--- src/rtl/tone_scan_controller_pkg.sv ---
`default_nettype none
// ============================================================================
// Module      : tone_scan_controller_pkg
// Description : Direction codes, controller state encoding and button map.
// Revision    : 1.0 - initial release
// ============================================================================
package tone_scan_controller_pkg;

    typedef logic [2:0] dir_t;

    localparam dir_t DIR_NONE  = 3'd0;
    localparam dir_t DIR_FWD   = 3'd1;
    localparam dir_t DIR_LEFT  = 3'd2;
    localparam dir_t DIR_RIGHT = 3'd3;
    localparam dir_t DIR_BACK  = 3'd4;

    typedef enum logic [2:0] {
        ST_IDLE     = 3'd0,
        ST_WINDOW   = 3'd1,
        ST_GAP      = 3'd2,
        ST_ISSUE    = 3'd3,
        ST_COOLDOWN = 3'd4
    } state_t;

    // Index 0 is pushBtn1.
    localparam dir_t BTN_DIR [4] = '{DIR_FWD, DIR_LEFT, DIR_RIGHT, DIR_BACK};

    // Codes above DIR_BACK carry no direction.
    function automatic dir_t dirSanitize(input logic [2:0] raw);
        return (raw > DIR_BACK) ? DIR_NONE : dir_t'(raw);
    endfunction

    // Lowest-index button wins when several rise together.
    function automatic dir_t btnToDir(input logic [3:0] rises);
        dir_t d;
        d = DIR_NONE;
        for (int i = 3; i >= 0; i--) begin
            if (rises[i]) begin
                d = BTN_DIR[i];
            end
        end
        return d;
    endfunction

endpackage
`default_nettype wire

--- src/rtl/tone_scan_controller_if.sv ---
`default_nettype none
// ============================================================================
// Module      : tone_scan_controller_if
// Description : Valid/ready direction command channel to the drive logic.
// Revision    : 1.0 - initial release
// ============================================================================
interface tone_scan_controller_if;
    import tone_scan_controller_pkg::*;

    dir_t cmdDir;
    logic cmdValid;
    logic cmdReady;

    modport master (output cmdDir, output cmdValid, input cmdReady);
    modport slave  (input cmdDir, input cmdValid, output cmdReady);

endinterface
`default_nettype wire

--- src/rtl/tone_scan_controller_btn_debounce.sv ---
`default_nettype none
// ============================================================================
// Module      : btn_debounce
// Description : Synchronises one raw button, filters it, emits level + rise.
// Revision    : 1.0 - initial release
// ============================================================================
module btn_debounce #(
    parameter int DEBOUNCE_CYCLES = 250000
) (
    input  wire logic clk,
    input  wire logic rst,
    input  wire logic btnRaw,
    output logic      btnLevel,
    output logic      btnRise
);

    localparam int CW = (DEBOUNCE_CYCLES > 1) ? $clog2(DEBOUNCE_CYCLES) : 1;
    localparam logic [CW-1:0] c_last = CW'(DEBOUNCE_CYCLES - 1);

    logic          r_sync1;
    logic          r_sync2;
    logic          r_level;
    logic          r_rise;
    logic [CW-1:0] r_cnt;

    // The level only follows the input after it has disagreed for the full count.
    always_ff @(posedge clk) begin
        if (rst) begin
            r_sync1 <= 1'b0;
            r_sync2 <= 1'b0;
            r_level <= 1'b0;
            r_rise  <= 1'b0;
            r_cnt   <= '0;
        end else begin
            r_sync1 <= btnRaw;
            r_sync2 <= r_sync1;
            r_rise  <= 1'b0;
            if (r_sync2 != r_level) begin
                if (r_cnt == c_last) begin
                    r_level <= r_sync2;
                    r_rise  <= r_sync2;
                    r_cnt   <= '0;
                end else begin
                    r_cnt <= r_cnt + 1'b1;
                end
            end else begin
                r_cnt <= '0;
            end
        end
    end

    assign btnLevel = r_level;
    assign btnRise  = r_rise;

endmodule
`default_nettype wire

--- src/rtl/tone_scan_controller.sv ---
`default_nettype none
// ============================================================================
// Module      : tone_scan_controller
// Description : Windows ToneDetection, votes on results, issues drive commands.
// Revision    : 1.0 - initial release
// ============================================================================
module tone_scan_controller
    import tone_scan_controller_pkg::*;
#(
    parameter int WINDOW_CYCLES   = 25000000,
    parameter int VOTE_COUNT      = 3,
    parameter int MAX_WINDOWS     = 8,
    parameter int COOLDOWN_CYCLES = 12500000,
    parameter int DEBOUNCE_CYCLES = 250000
) (
    input  wire logic              clk,
    input  wire logic              rst,
    input  wire logic              scanEnable,
    input  wire logic [3:0]        pushBtn,
    input  wire logic [2:0]        toneDir,
    output logic                   enableToneDetection,
    output logic                   busy,
    output logic                   noTone,
    tone_scan_controller_if.master cmdBus
);

    localparam int CNT_MAX = (WINDOW_CYCLES > COOLDOWN_CYCLES) ? WINDOW_CYCLES : COOLDOWN_CYCLES;
    localparam int CNT_W   = $clog2(CNT_MAX + 1);
    localparam int AGREE_W = $clog2(VOTE_COUNT + 1);
    localparam int USED_W  = $clog2(MAX_WINDOWS + 1);

    localparam logic [CNT_W-1:0]   c_winLast  = CNT_W'(WINDOW_CYCLES - 1);
    localparam logic [CNT_W-1:0]   c_coolLast = CNT_W'(COOLDOWN_CYCLES - 1);
    localparam logic [AGREE_W-1:0] c_votes    = AGREE_W'(VOTE_COUNT);
    localparam logic [USED_W-1:0]  c_maxWin   = USED_W'(MAX_WINDOWS);

    state_t             r_state;
    logic [CNT_W-1:0]   r_cnt;
    logic [AGREE_W-1:0] r_agree;
    logic [USED_W-1:0]  r_used;
    dir_t               r_prevDir;
    logic               r_pendValid;
    dir_t               r_pendDir;
    logic               r_enable;
    logic               r_cmdValid;
    dir_t               r_cmdDir;
    logic               r_busy;
    logic               r_noTone;

    logic [3:0]         w_btnRise;
    logic [3:0]         w_unusedLevel;
    logic               w_press;
    dir_t               w_pressDir;
    dir_t               w_tone;
    logic [AGREE_W-1:0] w_agreeNext;
    logic [USED_W-1:0]  w_usedNext;

    generate
        for (genvar i = 0; i < 4; i++) begin : g_btn
            btn_debounce #(
                .DEBOUNCE_CYCLES(DEBOUNCE_CYCLES)
            ) u_debounce (
                .clk     (clk),
                .rst     (rst),
                .btnRaw  (pushBtn[i]),
                .btnLevel(w_unusedLevel[i]),
                .btnRise (w_btnRise[i])
            );
        end
    endgenerate

    assign w_press    = |w_btnRise;
    assign w_pressDir = btnToDir(w_btnRise);
    assign w_tone     = dirSanitize(toneDir);
    assign w_usedNext = r_used + 1'b1;

    always_comb begin
        w_agreeNext = '0;
        if (w_tone != DIR_NONE && w_tone == r_prevDir) begin
            w_agreeNext = r_agree + 1'b1;
        end else if (w_tone != DIR_NONE) begin
            w_agreeNext = AGREE_W'(1);
        end
    end

    always_ff @(posedge clk) begin
        if (rst) begin
            r_state     <= ST_IDLE;
            r_cnt       <= '0;
            r_agree     <= '0;
            r_used      <= '0;
            r_prevDir   <= DIR_NONE;
            r_pendValid <= 1'b0;
            r_pendDir   <= DIR_NONE;
            r_enable    <= 1'b0;
            r_cmdValid  <= 1'b0;
            r_cmdDir    <= DIR_NONE;
            r_busy      <= 1'b0;
            r_noTone    <= 1'b0;
        end else begin
            r_noTone <= 1'b0;
            case (r_state)
                ST_IDLE: begin
                    if (w_press) begin
                        r_state     <= ST_ISSUE;
                        r_cmdValid  <= 1'b1;
                        r_cmdDir    <= w_pressDir;
                        r_busy      <= 1'b1;
                        r_pendValid <= 1'b0;
                    end else if (r_pendValid) begin
                        r_state     <= ST_ISSUE;
                        r_cmdValid  <= 1'b1;
                        r_cmdDir    <= r_pendDir;
                        r_busy      <= 1'b1;
                        r_pendValid <= 1'b0;
                    end else if (scanEnable) begin
                        r_state   <= ST_WINDOW;
                        r_enable  <= 1'b1;
                        r_busy    <= 1'b1;
                        r_cnt     <= '0;
                        r_agree   <= '0;
                        r_used    <= '0;
                        r_prevDir <= DIR_NONE;
                    end
                end

                ST_WINDOW: begin
                    if (w_press) begin
                        r_state    <= ST_ISSUE;
                        r_enable   <= 1'b0;
                        r_cmdValid <= 1'b1;
                        r_cmdDir   <= w_pressDir;
                    end else if (!scanEnable) begin
                        r_state  <= ST_IDLE;
                        r_enable <= 1'b0;
                        r_busy   <= 1'b0;
                    end else if (r_cnt == c_winLast) begin
                        // Last enabled cycle: toneDir is valid now.
                        r_cnt    <= '0;
                        r_enable <= 1'b0;
                        r_agree  <= w_agreeNext;
                        if (w_tone != DIR_NONE) begin
                            r_prevDir <= w_tone;
                        end
                        if (w_agreeNext >= c_votes) begin
                            r_state    <= ST_ISSUE;
                            r_cmdValid <= 1'b1;
                            r_cmdDir   <= w_tone;
                        end else begin
                            r_used <= w_usedNext;
                            if (w_usedNext == c_maxWin) begin
                                r_state    <= ST_ISSUE;
                                r_cmdValid <= 1'b1;
                                r_cmdDir   <= DIR_NONE;
                                r_noTone   <= 1'b1;
                            end else begin
                                r_state <= ST_GAP;
                            end
                        end
                    end else begin
                        r_cnt <= r_cnt + 1'b1;
                    end
                end

                ST_GAP: begin
                    if (w_press) begin
                        r_state    <= ST_ISSUE;
                        r_cmdValid <= 1'b1;
                        r_cmdDir   <= w_pressDir;
                    end else if (!scanEnable) begin
                        r_state <= ST_IDLE;
                        r_busy  <= 1'b0;
                    end else begin
                        r_state  <= ST_WINDOW;
                        r_enable <= 1'b1;
                        r_cnt    <= '0;
                    end
                end

                ST_ISSUE: begin
                    // The in-flight command is never touched by a press.
                    if (w_press) begin
                        r_pendValid <= 1'b1;
                        r_pendDir   <= w_pressDir;
                    end
                    if (r_cmdValid && cmdBus.cmdReady) begin
                        r_state    <= ST_COOLDOWN;
                        r_cmdValid <= 1'b0;
                        r_cmdDir   <= DIR_NONE;
                        r_cnt      <= '0;
                    end
                end

                ST_COOLDOWN: begin
                    if (w_press) begin
                        r_pendValid <= 1'b1;
                        r_pendDir   <= w_pressDir;
                        r_state     <= ST_IDLE;
                        r_busy      <= 1'b0;
                    end else if (r_cnt == c_coolLast) begin
                        r_state <= ST_IDLE;
                        r_busy  <= 1'b0;
                    end else begin
                        r_cnt <= r_cnt + 1'b1;
                    end
                end

                default: begin
                    r_state    <= ST_IDLE;
                    r_enable   <= 1'b0;
                    r_cmdValid <= 1'b0;
                    r_busy     <= 1'b0;
                end
            endcase
        end
    end

    assign enableToneDetection = r_enable;
    assign busy                = r_busy;
    assign noTone              = r_noTone;
    assign cmdBus.cmdValid     = r_cmdValid;
    assign cmdBus.cmdDir       = r_cmdDir;

endmodule
`default_nettype wire

--- src/flat_wrapper.sv ---
// flat-port wrapper written by rule: the top's interface ports become plain ports
module tone_scan_controller_flat import tone_scan_controller_pkg::*;
#(
    parameter int WINDOW_CYCLES   = 25000000,
    parameter int VOTE_COUNT      = 3,
    parameter int MAX_WINDOWS     = 8,
    parameter int COOLDOWN_CYCLES = 12500000,
    parameter int DEBOUNCE_CYCLES = 250000
)
  (clk, rst, scanEnable, pushBtn, toneDir, enableToneDetection, busy, noTone, cmdBus_cmdDir, cmdBus_cmdValid, cmdBus_cmdReady);
  tone_scan_controller_if cmdBus_i ();
  input  wire logic clk;
  input  wire logic rst;
  input  wire logic scanEnable;
  input  wire logic [3:0] pushBtn;
  input  wire logic [2:0] toneDir;
  output logic enableToneDetection;
  output logic busy;
  output logic noTone;
  output wire logic [$bits(cmdBus_i.cmdDir)-1:0] cmdBus_cmdDir;
  output wire logic [$bits(cmdBus_i.cmdValid)-1:0] cmdBus_cmdValid;
  input wire logic [$bits(cmdBus_i.cmdReady)-1:0] cmdBus_cmdReady;
  assign cmdBus_cmdDir = cmdBus_i.cmdDir;
  assign cmdBus_cmdValid = cmdBus_i.cmdValid;
  assign cmdBus_i.cmdReady = cmdBus_cmdReady;
  tone_scan_controller #(.WINDOW_CYCLES(WINDOW_CYCLES), .VOTE_COUNT(VOTE_COUNT), .MAX_WINDOWS(MAX_WINDOWS), .COOLDOWN_CYCLES(COOLDOWN_CYCLES), .DEBOUNCE_CYCLES(DEBOUNCE_CYCLES)) u_core (.clk(clk), .rst(rst), .scanEnable(scanEnable), .pushBtn(pushBtn), .toneDir(toneDir), .enableToneDetection(enableToneDetection), .busy(busy), .noTone(noTone), .cmdBus(cmdBus_i));
endmodule
--- config.mk ---
export PLATFORM = sky130hd
export DESIGN_NAME = tone_scan_controller_flat
export DESIGN_NICKNAME = d
export VERILOG_FILES = /design/src/rtl/tone_scan_controller_pkg.sv /design/src/rtl/tone_scan_controller_if.sv /design/src/rtl/tone_scan_controller_btn_debounce.sv /design/src/rtl/tone_scan_controller.sv /design/src/flat_wrapper.sv
export SDC_FILE = /design/constraint.sdc
export NUM_CORES = 1
export LEC_CHECK = 0
export CORE_ASPECT_RATIO = 0.9
export CORE_UTILIZATION = 45
export DETAILED_ROUTE_END_ITERATION = 7
export PLACE_DENSITY = 0.64
export SLEW_MARGIN = 20
export SYNTH_ARGS = -nofsm -noshare
export SYNTH_HDL_FRONTEND = slang
export SYNTH_SLANG_ARGS = --single-unit
--- constraint.sdc ---
create_clock -name clk -period 4.2 [get_ports clk]
set_input_delay 1.05 -clock clk [delete_from_list [all_inputs] [get_ports clk]]
set_output_delay 1.05 -clock clk [all_outputs]
set_load 0.005 [all_outputs]
# Word-level counts from Yosys, hierarchy flattened

Cells that the tools add are included.

Bitwise gates (word level): 14
Div/mod/pow operators: 0
Eq/ne operators: 39
Add/subtract/negate cells: 7
Multipliers: 0
Reductions and logical operators: 35
Magnitude comparators: 2
Shift operators: 0
Multiplexer cells: 93

Operators by type and width:

| operator                                              | number |
|---|---|
| two-way mux 25 bit                                    | 10 |
| one-hot mux 25 bit (5 select lines)                   | 1 |
| two-way mux 3 bit                                     | 32 |
| adder 18 x 1 -> 18 bit, second input constant         | 4 |
| == test 18 bit, second input constant                 | 4 |
| two-way mux 4 bit                                     | 7 |
| two-way mux 1 bit                                     | 27 |
| adder 25 x 1 -> 25 bit, second input constant         | 1 |
| == test 25 x 24 -> 1 bit, second input constant       | 1 |
| == test 25 bit, second input constant                 | 1 |
| OR reduction 3 bit                                    | 8 |
| inequality test 2 bit, second input constant          | 11 |
| AND reduction 7 bit                                   | 3 |
| AND reduction 8 bit                                   | 2 |
| one-hot mux 3 bit (5 select lines)                    | 1 |
| two-way mux 2 bit                                     | 7 |
| inverter 1 bit                                        | 14 |
| one-hot mux 3 bit (4 select lines)                    | 1 |
| AND reduction 2 bit                                   | 6 |
| inequality test 2 x 1 -> 1 bit, second input constant | 5 |
| AND reduction 5 bit                                   | 2 |
| inequality test 3 x 1 -> 1 bit, second input constant | 3 |
| AND reduction 9 bit                                   | 1 |
| OR reduction 9 bit                                    | 1 |
| 28 further kinds                                      | 37 |

Logic and storage cells: 222
Register bits after elaboration: 136
Latch bits: 0
Bits in writable memories: 0
Bits in read-only memories: 0
Memories kept: 0
Output and inout port bits: 7

# Longest topological paths before layout

Word-level depth: 11
Depth in mapped cells: 9

# Cells and area by module

Synthesis repeated with hierarchy kept, for this count alone.

Cells, all modules: 801
Area, all modules: 6830.3 sq um

Modules (own cells, without submodules):

| module               | instances | cells an instance | area each (sq um) | seq. area each (sq um) |
|---|---|---|---|---|
| btn_debounce         | 4         | 106               | 965.9             | 440.4 |
| tone_scan_controller | 1         | 377               | 2966.6            | 960.9 |

# Worst setup path after synthesis

OpenSTA, ideal clock, no wires.

Path kind: input-to-reg
From: in toneDir[0]
To: reg u_core.r_agree[1]
Library setup time: 71 ps
Data arrival time: 2652 ps
Slack: 1477 ps
Path buffers: 0
Cell stages on the path: 6
Cells stage by stage: or3b_1 > nor4b_1 > or2_1 > nand2_1 > or4_1 > a21oi_1

Longest elaborated chain between the ends: 9
Elaborated cells between the ends (all ways): 10
Classes of those cells: order compare (1); eq/ne (1); mux (6); reduce/logical (2)

Ends and longest elaborated chain:

| what                                                       | line                           | source |
|---|---|---|
| start: declaration                                         | flat_wrapper.sv:16             | `input wire logic [2:0] toneDir;` |
| > comparator 3 bit                                         | tone_scan_controller_pkg.sv:30 | `return (raw > DIR_BACK) ? DIR_NONE : dir_t'(raw);` |
| two-way mux 3 bit *                                        | tone_scan_controller_pkg.sv:30 |  |
| == test 3 bit / nonzero test 3 bit (equally long branches) | tone_scan_controller.sv:79     | `if (w_tone != DIR_NONE && w_tone == r_prevDir) begin` |
| logical AND 1 bit *                                        | tone_scan_controller.sv:79     |  |
| two-way mux 2 bit *                                        | tone_scan_controller.sv:79     |  |
| two-way mux 2 bit *                                        | tone_scan_controller.sv:137    | `end else if (r_cnt == c_winLast) begin` |
| two-way mux 2 bit *                                        | tone_scan_controller.sv:133    | `end else if (!scanEnable) begin` |
| two-way mux 2 bit *                                        | tone_scan_controller.sv:128    | `if (w_press) begin` |
| one-hot mux 2 bit (2 select lines) *                       | tone_scan_controller.sv:102    | `case (r_state)` |
| end signal: assignment                                     | tone_scan_controller.sv:141    | `r_agree <= w_agreeNext;` |
| end: declaration                                           | tone_scan_controller.sv:39     | `logic [AGREE_W-1:0] r_agree;` |

Mark *: on every way between the ends. The rest lies on a longest branch, timed or not. The select of a mux whose other input is x is not followed.
A chain may end at the register's enable or synchronous reset.

# Final worst setup path

From: in toneDir[2]
To: reg u_core.r_cmdDir[0] (netlist: u_core.cmdBus.cmdDir[0])

Longest elaborated chain between the ends: 11
Elaborated cells between the ends (all ways): 15
Classes of those cells: order compare (2); eq/ne (2); mux (8); reduce/logical (3)

Ends and longest elaborated chain:

| what                                                          | line                                                   | source |
|---|---|---|
| > comparator 3 bit                                            | tone_scan_controller_pkg.sv:30                         |  |
| two-way mux 3 bit *                                           | tone_scan_controller_pkg.sv:30                         |  |
| nonzero test 3 bit / == test 3 bit (equally long branches)    | tone_scan_controller.sv:79, tone_scan_controller.sv:81 |  |
| two-way mux 1 bit / logical AND 1 bit (equally long branches) | tone_scan_controller.sv:81, tone_scan_controller.sv:79 |  |
| two-way mux 2 bit                                             | tone_scan_controller.sv:79                             |  |
| greater-or-equal comparator 2 bit                             | tone_scan_controller.sv:145                            | `if (w_agreeNext >= c_votes) begin` |
| two-way mux 3 bit                                             | tone_scan_controller.sv:145                            |  |
| two-way mux 3 bit                                             | tone_scan_controller.sv:137                            |  |
| two-way mux 3 bit                                             | tone_scan_controller.sv:133                            |  |
| two-way mux 3 bit                                             | tone_scan_controller.sv:128                            |  |
| one-hot mux 3 bit (4 select lines)                            | tone_scan_controller.sv:102                            |  |
| end signal: assignment                                        | tone_scan_controller.sv:107                            | `r_cmdDir <= w_pressDir;` |
| end signal: assignment                                        | tone_scan_controller.sv:113                            | `r_cmdDir <= r_pendDir;` |
| end signal: assignment                                        | tone_scan_controller.sv:132                            | `r_cmdDir <= w_pressDir;` |
| end: declaration                                              | tone_scan_controller.sv:46                             | `dir_t r_cmdDir;` |

Marks and branches as above.

==> impl_results.md <==
* Status: finished, final reports clean
* Syn-to-layout area delta at 15.3%
* Logic gate share of total power at 0.040
* Num rows at 40
* Post-cts hold buffer count at 0
* NumNets Final at approximately 800
* Yosys warning count at 0
* First-pass GRT wire length at 23600 um
* Sequential fraction of the synthesis area at 0.429
* Predominant post-synthesis flop cell: dfxtp_1
* Most used cell along the critical path: nor3_1
* Post-layout min period at 3.24 ns
* Via/cell ratio at 5.41
* Final hold vios at 0
* Core Area at 13600 um^2
* Synth async-reset ratio at 0
* Drt drc at 0
* Die area at between 10000 and 15000 um^2
* Period utilisation layout at 0.771
* IO Pins at 18
* Critical path type: primary input to register
* CTS resizes at 0
* Clock power frac at 0.522
* Worst slew pin tran at 0.799 ns
* Hold_sp: u_core.g_btn[0].u_debounce.r_sync1
* Initial antenna violation count at 0
* Clock tree buffer depth at 2
* Die Span Y at between 100 and 150 um
* GRT Resource Usage Total at 0.201
* Worst setup startpoint: toneDir[2]
* Crit path capture type: register
* Pre-antenna DRT Iters at 6
* Die Wd at around 130 um
* Gp weighted congestion at 0.917
* Ant. Diodes at 0
* Gate Count Post-Synth at 751
* Synth Net Count at 768
* Crit path buf inv count at 1
* Power Dens Cells at 411 nW/um^2
* Final Max Slew Viols at 0
* Number of synthesized register bits at 136
* RR Startpoint: u_core.r_state[0]
* CP max stage delay at 0.63 ns
* CP Cell Sequence: clkdlybuf4s50_1 -> or3b_1 -> nor4b_1 -> o21a_1 -> o211ai_1 -> nor3_1 -> nor3_1
* CP max-delay cell: nor4b_1
* Detail Route Antenna Nets at 0
* Startpoint types: primary input
* Internal power at 2.39 mW
* RSZ-0062 raised after global routing: no
* Clock Sinks at 136
* F_max at 0.309 GHz
* Finished Cell Area at 7320 um^2
* Syn avg cell area at around 8.4 um^2
* Commonest non-fill, non-tap cells in the layout: 136 x nor2_1, 136 x dfxtp_1, 54 x xnor2_1
* Clock Latency Late Sink at approximately 0.42 ns
* Cell variety after synth at 62
* Max-Slew Margin vs Limit at 0.466
* Setup violators final at 0
* VDD IR-drop max at 300 uV
* Share of cells above drive strength 1 at 0.0588
* Net Sw Power at between 0.6 and 0.7 mW
* Max Clock Skew at about 0.0055 ns
* CP Data Arrival Time at 3.54 ns
* DR vias at 5250
* Vias in the first global route at 5081
* Final wirelength at 13400 um
* Port Buf Inserts at 17
* CP required at 4.50 ns
* Clock transition at the registers of the reported paths at 0.06 ns
* Net Sw Frac at 0.204
* Post-synthesis cell area at 6340 um^2
* TritonCTS clock tree: done
* Worst Hold Class: register to register
* Largest net degree at the start of global routing at 25
* Clock Root Buffer: clkbuf_16
* Crit path max fanout at 7
* Gr ovfl total at 0
* Leak at 2.32 nW
* FILL cells at 1242
* CP top delay family: simple AND/OR/NAND/NOR gates
* HPWL after detailed placement at 9210 um
* Post-CTS setup buffer count at 0
* Starting Density at 0.468
* Wire per inst at 13.8 um
* EDFF count, synth at 0
* H-tree levels at 4
* Seq pwr share at 0.439
* Max-Cap Viols at 0
* Placed Area at 6690 um^2
* DRT iter0 DRCs at 383
* Fin Setup TNS at 0 ns
* CTS buffer count at 17
-- power groups by stage --
stage	registers, mW	clock network (mW)	logic, mW
2_1_floorplan	1.34	0	0.0811
3_3_place_gp	1.34	0	0.116
3_5_place_dp	1.35	0	0.118
4_1_cts	1.32	1.60	0.119
5_1_grt	1.32	1.65	0.134
6_report	1.32	1.57	0.119
-- cell usage after synthesis (2+ instances only) --
master     instances  area [um^2]
o221ai_1           2         17.5
nor4b_1            8         70.1
clkbuf_1          16         60.1
a211oi_1           5         37.5
nor4_1            10         62.6
and2_1             3         18.8
and3b_1            2         17.5
or3b_1             2         17.5
ha_1               6         75.1
o21ai_1            9         45.0
inv_1             23         86.3
mux2i_1            8         80.1
nor2b_1           10         62.6
nor3b_1            2         15.0
a31oi_1            2         12.5
and4_1             5         43.8
buf_2              4         20.0
or4_1              8         60.1
or2_2              4         25.0
nand4_1           23          144
or4bb_1            2         22.5
o21ai_0           19         95.1
nor4_2             4         50.1
maj3_1             3         30.0
buf_1              2         7.51
xnor2_1           54          473
nor3_1            21          105
nor2_1           136          510
or3_1             10         62.6
o31ai_1            2         15.0
dfxtp_1          136         2720
a21oi_1           37          185
nand2b_1           4         25.0
nand3b_1           3         22.5
and3_1            10         62.6
nand2_1           51          191
a22oi_1            3         22.5
o21a_1             3         22.5
o2bb2ai_1          3         26.3
a21boi_0           2         15.0
o41ai_1            2         17.5
o211ai_1           7         52.6
xor2_1            33          289
nand3_1           34          170
-- path summary, 6_finish.rpt --
check / end / slack, ns / depth (start not counted)
worst max-delay path: u_core.cmdBus.cmdDir[0] / 0.96 / 7
worst min-delay path: u_core.g_btn[0].u_debounce.r_sync2 / 0.44 / 1
worst max register to register: u_core.r_used[3] / 1.48 / 5
worst min register to register: u_core.g_btn[0].u_debounce.r_sync2 / 0.44 / 1
-- per-stage QoR --
step | std cells | total power, mW | setup WS (ns) | util | hold WS, ns
2_1_floorplan | 751 | 1.42 | 1.48 | - | 0.413
6_report | 971 | 3.00 | 0.960 | 0.540 | 0.444
3_5_place_dp | 939 | 1.46 | 0.597 | 0.494 | 0.433
4_1_cts | 971 | 3.04 | 1.04 | 0.540 | 0.445
3_3_place_gp | 939 | 1.46 | 0.762 | 0.494 | 0.416
5_1_grt | 971 | 3.11 | 0.836 | 0.540 | 0.472
-- final cells by class --
class	instances	area, um^2	area share
clock buffer	24	482	0.0658
clock inverter	8	143	0.0195
inverter	23	86.3	0.0118
multi-input combinational	570	3450	0.471
sequential	136	2720	0.372
tap	189	236	0.0323
timing repair buffer	21	200	0.0274
-- cells by family after synthesis --
| kind of cell | count (synthesis) | share of synthesized area |
|---|---|---|
| fa+ha+maj | 9 | 0.0166 |
| xor+xnor | 87 | 0.120 |
| compound gates | 109 | 0.109 |
| buf+inv | 45 | 0.0274 |
| mux | 8 | 0.0126 |
| flops | 136 | 0.429 |
| simple gates | 357 | 0.285 |
-- routing by layer --
| layer | GRT usage | wire length (um) | part of all wire | vias up |
|---|---|---|---|---|
| li1 | - | - | - | 2665 |
| met1 | 0.261 | 6540 | 0.49 | 2461 |
| met2 | 0.324 | 6030 | 0.45 | 102 |
| met3 | 0.0542 | 580 | 0.043 | 22 |
| met4 | 0.0698 | 213 | 0.016 | 0 |
| met5 | 0 | 0 | 0 | - |
-- state kept, by name (all words and copies together), names as in the netlist --
| name | cells |
|---|---|
| u_core.g_btn.u_debounce.btnRise | 4 |
| u_core.cmdBus.cmdDir | 3 |
| u_core.r_cnt | 25 |
| u_core.r_state | 3 |
| u_core.r_pendDir | 3 |
| u_core.enableToneDetection | 1 |
| u_core.g_btn.u_debounce.btnLevel | 4 |
| u_core.busy | 1 |
| u_core.noTone | 1 |
| u_core.r_used | 4 |
| u_core.g_btn.u_debounce.r_sync1 | 4 |
| u_core.g_btn.u_debounce.r_sync2 | 4 |
| u_core.r_agree | 2 |
| u_core.g_btn.u_debounce.r_cnt | 72 |
| u_core.r_prevDir | 3 |
| u_core.cmdBus.cmdValid | 1 |
| u_core.r_pendValid | 1 |
(Power assumes the default switching activity.)
